**config.mk**
```make
export PLATFORM = sky130hd
export DESIGN_NAME = inst_queue
export DESIGN_NICKNAME = d
export VERILOG_FILES = /design/src/rtl/inst_queue.sv
export SDC_FILE = /design/constraint.sdc
export NUM_CORES = 1
export LEC_CHECK = 0
export CAP_MARGIN = 0
export CORE_ASPECT_RATIO = 2
export CORE_MARGIN = 2
export CORE_UTILIZATION = 52
export CTS_CLUSTER_DIAMETER = 40
export DETAILED_ROUTE_END_ITERATION = 10
export GPL_TIMING_DRIVEN = 0
export PLACE_DENSITY_LB_ADDON = 0.08
export SETUP_SLACK_MARGIN = 0.2
export SLEW_MARGIN = 20
export SYNTH_ARGS = -nofsm -noshare
export SYNTH_HDL_FRONTEND = slang
export SYNTH_SLANG_ARGS = --single-unit
```
**constraint.sdc**
```tcl
create_clock -name clk -period 6 [get_ports clk]
set_clock_uncertainty 0.05 [all_clocks]
set_input_delay 1.2 -clock clk [delete_from_list [all_inputs] [get_ports clk]]
set_output_delay 1.2 -clock clk [all_outputs]
set_load 0.03 [all_outputs]
```
**src/rtl/inst_queue.sv**
```systemverilog
// Instruction queue between fetch and decode: circular FIFO with first-word fall-through head.
// Latency: a word pushed into an empty queue is visible at out_* on the next cycle (no bypass).
// Backpressure: in_ready drops when full (a same-cycle pop does not reopen it); flush empties the queue.
module inst_queue #(
    parameter int WORD_SIZE = 32,
    parameter int DEPTH     = 8
) (
    input  logic                   clk,
    input  logic                   rst_n,
    input  logic                   in_valid,
    output logic                   in_ready,
    input  logic [WORD_SIZE-1:0]   in_inst,
    input  logic [WORD_SIZE-1:0]   in_pc,
    output logic                   out_valid,
    input  logic                   out_ready,
    output logic [WORD_SIZE-1:0]   out_inst,
    output logic [WORD_SIZE-1:0]   out_pc,
    input  logic                   flush,
    output logic [$clog2(DEPTH):0] count
);

    localparam int PW = $clog2(DEPTH);
    localparam logic [PW:0] FULL = (PW+1)'(DEPTH);

    typedef struct packed {
        logic [WORD_SIZE-1:0] inst;
        logic [WORD_SIZE-1:0] pc;
    } entry_t;

    entry_t        mem [DEPTH];
    entry_t        head_dat;
    logic [PW-1:0] head;
    logic [PW-1:0] tail;
    logic          push;
    logic          pop;

    // Flow control comes only from registered occupancy, never from same-cycle pops.
    assign in_ready  = rst_n & (count < FULL);
    assign out_valid = (count != '0);

    // flush wins over both handshakes; the discarded transfers leave no trace.
    assign push = in_valid & in_ready & ~flush;
    assign pop  = out_valid & out_ready & ~flush;

    // Head is gated to zero when empty so stale or never-written storage cannot leak out.
    assign head_dat = mem[head];
    assign out_inst = out_valid ? head_dat.inst : '0;
    assign out_pc   = out_valid ? head_dat.pc   : '0;

    // Pointer and occupancy tracking; pointers wrap naturally since DEPTH is a power of two.
    always_ff @(posedge clk or negedge rst_n) begin
        if (!rst_n) begin
            head  <= '0;
            tail  <= '0;
            count <= '0;
        end else if (flush) begin
            head  <= '0;
            tail  <= '0;
            count <= '0;
        end else begin
            if (push) tail <= tail + PW'(1);
            if (pop)  head <= head + PW'(1);
            case ({push, pop})
                2'b10:   count <= count + (PW+1)'(1);
                2'b01:   count <= count - (PW+1)'(1);
                default: count <= count;
            endcase
        end
    end

    // Storage is written only on an accepted push; it needs no reset because reads are gated.
    always_ff @(posedge clk) begin
        if (push) mem[tail] <= '{inst: in_inst, pc: in_pc};
    end

endmodule

```
# Yosys cells after proc, flatten, opt, wreduce, memory -nomap -nowiden
# Memories as Yosys holds them, arrays and structs flattened.
# Cells that the tools add are included.
# classes
bitwise_logic,6
n_mux,10
eq_ne,2
order_cmp,1
add_sub_neg,4
reduce_logical,4
# ops
cell,n
$mux W32,2
$mux W3,4
$pmux W4 S2,1
$add A3 B1 Y3 const B,2
$and A1 B1 Y1,5
$add A4 B1 Y4 const B,1
$lt A4 B4 Y1 const B,1
$mux W4,1
$reduce_bool A2 Y1,2
$reduce_bool A4 Y1,1
$sub A4 B1 Y4 const B,1
$reduce_bool A3 Y1,1
$eq A2 B1 Y1 const B,1
$eq A2 B2 Y1 const B,1
$mux W1,2
$not A1 Y1,1
# word_totals
ram_bits,512
ff_bits,10
wordCells,31
n_memories,1
input_bits,69
output_inout_bits,70
# memory_table
memory,words,width,read_ports,rd_ports_with_merged_regs,wr,line,text
mem,8,64,1,0,1,30,entry_t mem [DEPTH];

# Depth between registers and ports, before layout
# Gate-level depths: netlist (run 1).
# logic_depth
word_depth,7
depth_mapped,9
mapped_depth_nobuf,8

# Least setup slack after synthesis (run 1)
# No wires, ideal clock.
# synth_path
path_kind,input port to flip-flop
start,input port flush
end,"memory mem[1][0] in the netlist's numbering, enable pin"
path_stages,4
setup_time_ns,0.565
setup_slack_ns,-0.704
arrival_ns,6.090
path_buffers,1
path_cell_list,dlygate4sd1_1 inv_1 nand3_1 nor3_1
# synth_between
elab_chain_len,4
# synth_lines
item,line,text
from (decl),18,"input logic flush,"
$not A1 Y1,42,assign push = in_valid & in_ready & ~flush;
$and A1 B1 Y1,42,
$mux W1,73,"if (push) mem[tail] <= '{inst: in_inst, pc: in_pc};"
$mux W1 (implied by the code),73,
to (decl),30,
# No other way between the ends.

# Final worst setup path (run 1)
# layout_path
start,register head[1]
end,output port out_inst[2]
# layout_between
elab_chain_len,2
# layout_lines
item,line,text
from (decl),32,logic [PW-1:0] head;
from (signal assigned),62,if (pop) head <= head + PW'(1);
$mem_v2 Z8 W64,--,
$mux W32,47,assign out_inst = out_valid ? head_dat.inst : '0;
to (decl),16,"output logic [WORD_SIZE-1:0] out_inst,"
# No other way between the ends.

==> results.py, run 1 <==
metrics = {
    "floorplan": {
        "die_w_um": 143,
        "floorplan.initialDensity_pct": 52.7,
        "rows": 101,
        "placeableCoreArea_mm2": 0.0380,
        "num_io_pins": 139,
        "die_area_mm2": 0.0402,
        "die_height_um": 282,
    },
    "route": {
        "routedWlPerCell_um": 25.0,
        "viasPerCell": 5.68,
        "first_iter_violations": 490,
        "via_count": 9428,
        "drt-pass1-iter-count": 5,
        "drc": 0,
        "routed_wirelength_um": 41500,
        "postRouteAntennaNets": 0,
    },
    "timing": {
        "timing.final.setup_violations": 0,
        "timing.final.crit_share_pct": 82.1,
        "min_period_ns": 4.93,
        "fmaxAchievable_mhz": 203,
        "report.final.hold_viol_count": 0,
        "number_of_max_slew_violations_in_the_final_report": 0,
        "worst-slew-pin-transition_ns": 0.925,
        "grt_setup_unrepaired": "no",
        "headroom_to_the_max_slew_limit_pct": 38.3,
    },
    "global_route": {
        "grt_overflow": 0,
        "vias_in_the_first_global_route": 10087,
        "grt_pass1_wl_um": 62500,
        "grt.met2_usage_pct": 37.5,
        "met1_usage_pct": 27.4,
        "grt.met3_usage_pct": 3.09,
        "track_usage_pct": 21.4,
        "globalRoute.busiestLayer": "met2",
        "grt_antenna_before_repair": 4,
        "grt_start_max_net_pins": 22,
    },
    "clock_network": {
        "worstSkewPairLatency_ns": 0.56,
        "ctsLongestPathBuffers": 3,
        "cts_made_buffers": 46,
        "worst_setup_hold_path_clk_slew_ns": 0.07,
        "cts_setup_buffers": 0,
        "ctsHoldBuffers": 0,
        "cts_resized": 0,
        "cts_root_buf": "sky130_fd_sc_hd__clkbuf_16",
        "tritoncts": "done",
        "clock_sink_count": 522,
        "cts-htree-levels": 2,
    },
    "yosys": {
        "netlist.top_cell.by_area": "sky130_fd_sc_hd__edfxtp_1",
        "synthesis.nets": 961,
        "synthesis.instances": 888,
        "synth-edff-count": 512,
        "ys_types": 36,
        "synthesis.yosys.warnings": 0,
        "dominantRegCellSynth": "sky130_fd_sc_hd__edfxtp_1",
        "syn_avg_cell_area_um2": 22.6,
        "async_reset_ff_share_pct": 1.92,
        "synth_largest_type_area_fraction_pct": 76.8,
        "post_synth_main_area_contributors": "sky130_fd_sc_hd__edfxtp_1, sky130_fd_sc_hd__mux4_2, sky130_fd_sc_hd__mux2i_1",
        "ys_top_cells_by_count": "sky130_fd_sc_hd__edfxtp_1, sky130_fd_sc_hd__mux4_2, sky130_fd_sc_hd__nor2_1, sky130_fd_sc_hd__mux2i_1, sky130_fd_sc_hd__buf_2",
        "ys_seq_elements": 522,
        "synthesis.area_mm2": 0.0200,
        "post-synth-top-count-cell": "sky130_fd_sc_hd__edfxtp_1",
        "synth-seq-area-share_pct": 78.0,
    },
    "place": {
        "cells_after_dpl": 1573,
        "post-dp-hpwl_um": 27200,
        "buffer_ports.inserted": 138,
        "placed_cell_area_mm2": 0.0228,
        "replace_congestion": 0.759,
    },
    "run_status": {
        "status": "completed",
    },
    "setup_path": {
        "criticalPathCategory": "register to output pin",
        "path_buf_inv": 3,
        "endpoint_kind": "output pin",
        "cp_slowest_stage_delay_ns": 0.74,
        "timing.critical_path.required_ns": 4.75,
        "startpoint_type": "register",
        "critical_path.max_fanout": 10,
        "worst_path_max_delay_cell": "sky130_fd_sc_hd__clkdlybuf4s50_1",
        "critical_path.cell_chain": "clkbuf_1, buf_1, mux4_2, mux2i_1, nor2_1, clkdlybuf4s50_1",
        "arrival_ns": 3.68,
        "timing.critical_path.max_delay_family": "buffers and inverters",
    },
    "final_layout": {
        "num-fill-cells": 2634,
        "instances_no_fill": 1661,
        "postLayoutCellArea_mm2": 0.0242,
        "layout_cells_sized_above_1_pct": 22.5,
        "final_core_util_pct": 63.7,
        "finalNetCount": 1179,
        "area_growth_pct": 21.0,
    },
    "power_and_ir_drop": {
        "power_density_normalized_to_cell_area_mw_per_mm2": 409,
        "vdd.ir_drop.worst_uv": 326,
        "static-leakage-power_uw": 0.00745,
        "finalPower_uw": 9910,
    },
    "worst_hold_path": {
        "holdCritPathClass": "register to register",
    },
    "flow_run": {
        "maxCapViolations": 0,
    },
}
-- power breakdown --
group / switching [uW] / leakage, uW / internal (uW) / total (uW)
sequential: 35.1 / 0.00475 / 4060 / 4090
clock: 1270 / 0.000695 / 1550 / 2820
combinational: 1730 / 0.00201 / 1260 / 2990
-- cell type report --
class	count	area, um^2	area share, %
antenna	3	7.51	0.0310
buffer	45	219	0.904
clock buffer	61	1240	5.11
tap	515	644	2.66
clock inverter	24	190	0.785
inverter	4	15.0	0.0620
multi-input combinational	317	4240	17.5
sequential	522	15600	64.5
timing repair buffer	170	2050	8.47
-- through the flow --
step           setup TNS [ns]  setup slack (ns)  hold WS, ns
6_report                    0              1.07        0.582
5_1_grt                     0             0.940        0.660
4_1_cts                     0              1.03        0.578
3_5_place_dp                0              1.37        0.559
3_3_place_gp         -1453.92             -3.07        0.527
2_1_floorplan               0              1.01        0.499
-- registers in the layout, indices dropped and copies added (netlist names) --
name,flops
count,4
head,3
tail,3
mem,512
-- placed cells by master (no fill, tap or decap), types with 2 or more instances in the layout --
cell                              count
sky130_fd_sc_hd__a21oi_1              4
sky130_fd_sc_hd__inv_6                4
sky130_fd_sc_hd__buf_16              12
sky130_fd_sc_hd__nand2b_1             2
sky130_fd_sc_hd__nand2_1              7
sky130_fd_sc_hd__clkbuf_8             2
sky130_fd_sc_hd__dfrtp_1             10
sky130_fd_sc_hd__xnor2_1              3
sky130_fd_sc_hd__edfxtp_1           512
sky130_fd_sc_hd__clkdlybuf4s50_1    138
sky130_fd_sc_hd__clkbuf_16           47
sky130_fd_sc_hd__clkinv_1            10
sky130_fd_sc_hd__xor2_1               3
sky130_fd_sc_hd__inv_1                4
sky130_fd_sc_hd__bufinv_16            2
sky130_fd_sc_hd__clkbuf_1            27
sky130_fd_sc_hd__nor2_1              70
sky130_fd_sc_hd__and3_1               3
sky130_fd_sc_hd__nand3_1              2
sky130_fd_sc_hd__nor3_4               2
sky130_fd_sc_hd__mux4_2             128
sky130_fd_sc_hd__clkinv_2             5
sky130_fd_sc_hd__ha_1                 4
sky130_fd_sc_hd__buf_2               19
sky130_fd_sc_hd__buf_8               12
sky130_fd_sc_hd__nand4_1              2
sky130_fd_sc_hd__nor2_4               6
sky130_fd_sc_hd__buf_1                8
sky130_fd_sc_hd__a31oi_1              2
sky130_fd_sc_hd__buf_12               8
sky130_fd_sc_hd__diode_2              3
sky130_fd_sc_hd__nor2b_1              2
sky130_fd_sc_hd__mux2i_1             65
-- path summary, 6_finish.rpt --
path                               end  cells past startpoint      from  slack (ns)
setup reg to reg             mem[4][7]                      6  count[3]        3.03
max in group asynchronous     count[1]                      1     rst_n        4.52
hold / removal                 tail[0]                      2   tail[0]        0.58
hold reg to reg                tail[0]                      2   tail[0]        0.58
setup / recovery           out_inst[2]                      6   head[1]        1.07
min in group asynchronous      tail[0]                      1     rst_n        0.97
-- logic make-up after synthesis --
group / after synthesis / synth area share, %
DFF: 522 / 78.0
muxes: 193 / 17.6
and+or+nand+nor: 104 / 2.23
buffers and inverters: 49 / 1.17
AOI/OAI and AO/OA: 10 / 0.444
xor gates and xnor gates: 6 / 0.262
adders and majority gates: 4 / 0.250
-- per-layer routing --
metal  vias up  share of wire [%]
li1       4125                  -
met1      4982                 40
met2       242                 53
met3        77                4.0
met4         2                3.3
met5         -              0.031
-- worst reg2reg max path, delay by kind of cell, from the launching register on --
| kind | cells | cell delay [ns] |
|---|---|---|
| buffers and inverters | 3 | 0.60 |
| AND/OR/NAND/NOR | 3 | 1.52 |
| flip-flops | 1 | 0.49 |
No activity file was read; power rests on OpenSTA's default activity.
==> inputs of run 2 (changes only) <==
- clock period: 6 -> 4.85 ns (I/O delays scaled with it)
==> results.py, run 2 (synthesis results as in run 1) <==
metrics = {
    "setup_path": {
        "timing.critical_path.max_delay_family": "buffers and inverters",
        "worstSetupStartpoint": "head[1]",
        "timing.rr.end": "mem[4][62]",
        "cp_slowest_stage_delay_ns": 0.74,
        "critical_path.max_fanout": 10,
        "critical_path.cell_chain": "clkbuf_2, buf_1, mux4_2, mux2i_1, nor2_1, clkdlybuf4s50_1",
        "criticalPathCategory": "register to output pin",
        "arrival_ns": 3.37,
        "worst_r2r_startpoint": "count[3]",
        "worst_path_max_delay_cell": "sky130_fd_sc_hd__clkdlybuf4s50_1",
        "endpoint_kind": "output pin",
        "startpoint_type": "register",
        "timing.critical_path.required_ns": 3.83,
        "path_buf_inv": 3,
        "r2r_setup_slack_ns": 1.87,
        "crit_cells": 6,
        "endpoint": "out_inst[2]",
        "worst_r2r_path_depth": 6,
    },
    "timing": {
        "worst-slew-pin-transition_ns": 0.925,
        "timing.final.setup_violations": 0,
        "headroom_to_the_max_slew_limit_pct": 38.3,
        "number_of_max_slew_violations_in_the_final_report": 0,
        "grt_setup_unrepaired": "no",
        "timing.final.crit_share_pct": 90.5,
        "report.final.hold_viol_count": 0,
        "fmaxAchievable_mhz": 228,
        "min_period_ns": 4.39,
    },
    "clock_network": {
        "ctsLongestPathBuffers": 3,
        "cts_made_buffers": 46,
        "worstSkewPairLatency_ns": 0.56,
        "cts-htree-levels": 2,
        "cts_setup_buffers": 0,
        "cts_root_buf": "sky130_fd_sc_hd__clkbuf_16",
        "clock_sink_count": 522,
        "tritoncts": "done",
        "cts_resized": 1,
        "worst_setup_hold_path_clk_slew_ns": 0.07,
        "ctsHoldBuffers": 0,
    },
    "route": {
        "postRouteAntennaNets": 0,
        "routedWlPerCell_um": 25.0,
        "routed_wirelength_um": 41600,
        "viasPerCell": 5.69,
        "drc": 0,
        "drt-pass1-iter-count": 5,
        "first_iter_violations": 494,
        "via_count": 9446,
    },
    "floorplan": {
        "num_io_pins": 139,
        "floorplan.initialDensity_pct": 52.7,
        "die_area_mm2": 0.0402,
        "rows": 101,
        "die_w_um": 143,
        "placeableCoreArea_mm2": 0.0380,
        "die_height_um": 282,
    },
    "global_route": {
        "grt_overflow": 0,
        "grt_start_max_net_pins": 22,
        "grt_antenna_before_repair": 4,
        "track_usage_pct": 21.4,
        "grt_pass1_wl_um": 62500,
        "vias_in_the_first_global_route": 10087,
    },
    "final_layout": {
        "area_growth_pct": 21.0,
        "layout_cells_sized_above_1_pct": 22.7,
        "reg_top3": "mem: 512 flops, count: 4 flops",
        "postLayoutCellArea_mm2": 0.0242,
        "finalNetCount": 1179,
        "largest_register_ff_count": 512,
        "mostFrequentLayoutCells": "sky130_fd_sc_hd__edfxtp_1, sky130_fd_sc_hd__clkdlybuf4s50_1, sky130_fd_sc_hd__mux4_2",
        "max_flop_register": "mem",
        "instances_no_fill": 1661,
        "layout.cells.most_common": "sky130_fd_sc_hd__edfxtp_1",
        "final_core_util_pct": 63.7,
        "num-fill-cells": 2633,
    },
    "place": {
        "replace_congestion": 0.759,
        "post-dp-hpwl_um": 27200,
        "cells_after_dpl": 1573,
        "placed_cell_area_mm2": 0.0228,
        "buffer_ports.inserted": 138,
    },
    "power_and_ir_drop": {
        "finalPower_uw": 12300,
        "power_density_normalized_to_cell_area_mw_per_mm2": 506,
        "static-leakage-power_uw": 0.00746,
        "vdd.ir_drop.worst_uv": 403,
    },
    "worst_hold_path": {
        "holdCritPathClass": "register to register",
        "min_path_cells": 2,
    },
    "flow_run": {
        "maxCapViolations": 0,
    },
    "run_status": {
        "status": "completed",
    },
}
## run 2: cell count changes in the layout (fill, tap and decap cells not counted)
cell | before | now
sky130_fd_sc_hd__clkbuf_1 | 27 | 25
sky130_fd_sc_hd__clkbuf_2 | 0 | 2
## run 2: metrics by stage
stage	TNS, ns	setup WS (ns)	hold WS (ns)
3_3_place_gp	-1924.96	-3.99	0.527
2_1_floorplan	0	0.0875	0.499
3_5_place_dp	0	0.454	0.559
5_1_grt	0	0.343	0.660
4_1_cts	0	0.229	0.578
6_report	0	0.460	0.582
## run 2: worst min-delay path by stage
stage | endpoint | startpoint
detailed placement | tail[0] | tail[0]
floorplan | tail[0] | tail[0]
CTS | tail[0] | tail[0]
global route | tail[0] | tail[0]
finish | tail[0] | tail[0]
global placement | tail[0] | tail[0]
## run 2: per-layer routing
layer / vias to the layer above / global-route usage, % / wire length, um
met5: - / 0 / 13
li1: 4125 / - / -
met2: 248 / 37.5 / 22100
met3: 77 / 3.09 / 1720
met4: 2 / 7.84 / 1350
met1: 4994 / 27.4 / 16300
## run 2: layout make-up
class,instances,area (um^2),area share (%)
multi-input combinational,317,4240,17.5
tap,515,644,2.66
sequential,522,15600,64.5
clock inverter,24,190,0.785
timing repair buffer,170,2050,8.47
antenna,3,7.51,0.0310
clock buffer,61,1240,5.11
inverter,4,15.0,0.0620
buffer,45,221,0.914
## run 2: where the power goes
group	internal, uW	switching (uW)	leakage [uW]
Combinational	1560	2140	0.00202
Clock	1920	1570	0.000695
Sequential	5020	43.8	0.00475
Total	8510	3760	0.00746
## run 2: worst register-to-register path, stage by stage, from the launching register on
cell and delay (ns):
sky130_fd_sc_hd__dfrtp_1 0.49, sky130_fd_sc_hd__nand3b_1 0.32, sky130_fd_sc_hd__or3_1 0.56, sky130_fd_sc_hd__nor2_4 0.64, sky130_fd_sc_hd__buf_16 0.23, sky130_fd_sc_hd__buf_16 0.19, sky130_fd_sc_hd__buf_16 0.18
==> inputs of run 3 (changes only) <==
- clock period: 4.85 -> 5.16 ns (I/O delays scaled with it)
==> results of run 3 <==
Same layout as run 1 (identical final DEF). Status: completed.
Main changes from that run: setup slack after placement 1.37 ns -> 0.702 ns; setup slack after layout 1.07 ns -> 0.401 ns; register-to-register setup slack 3.03 ns -> 2.19 ns; total power 9910 uW -> 11500 uW; worst IR drop on VDD 326 uV -> 379 uV
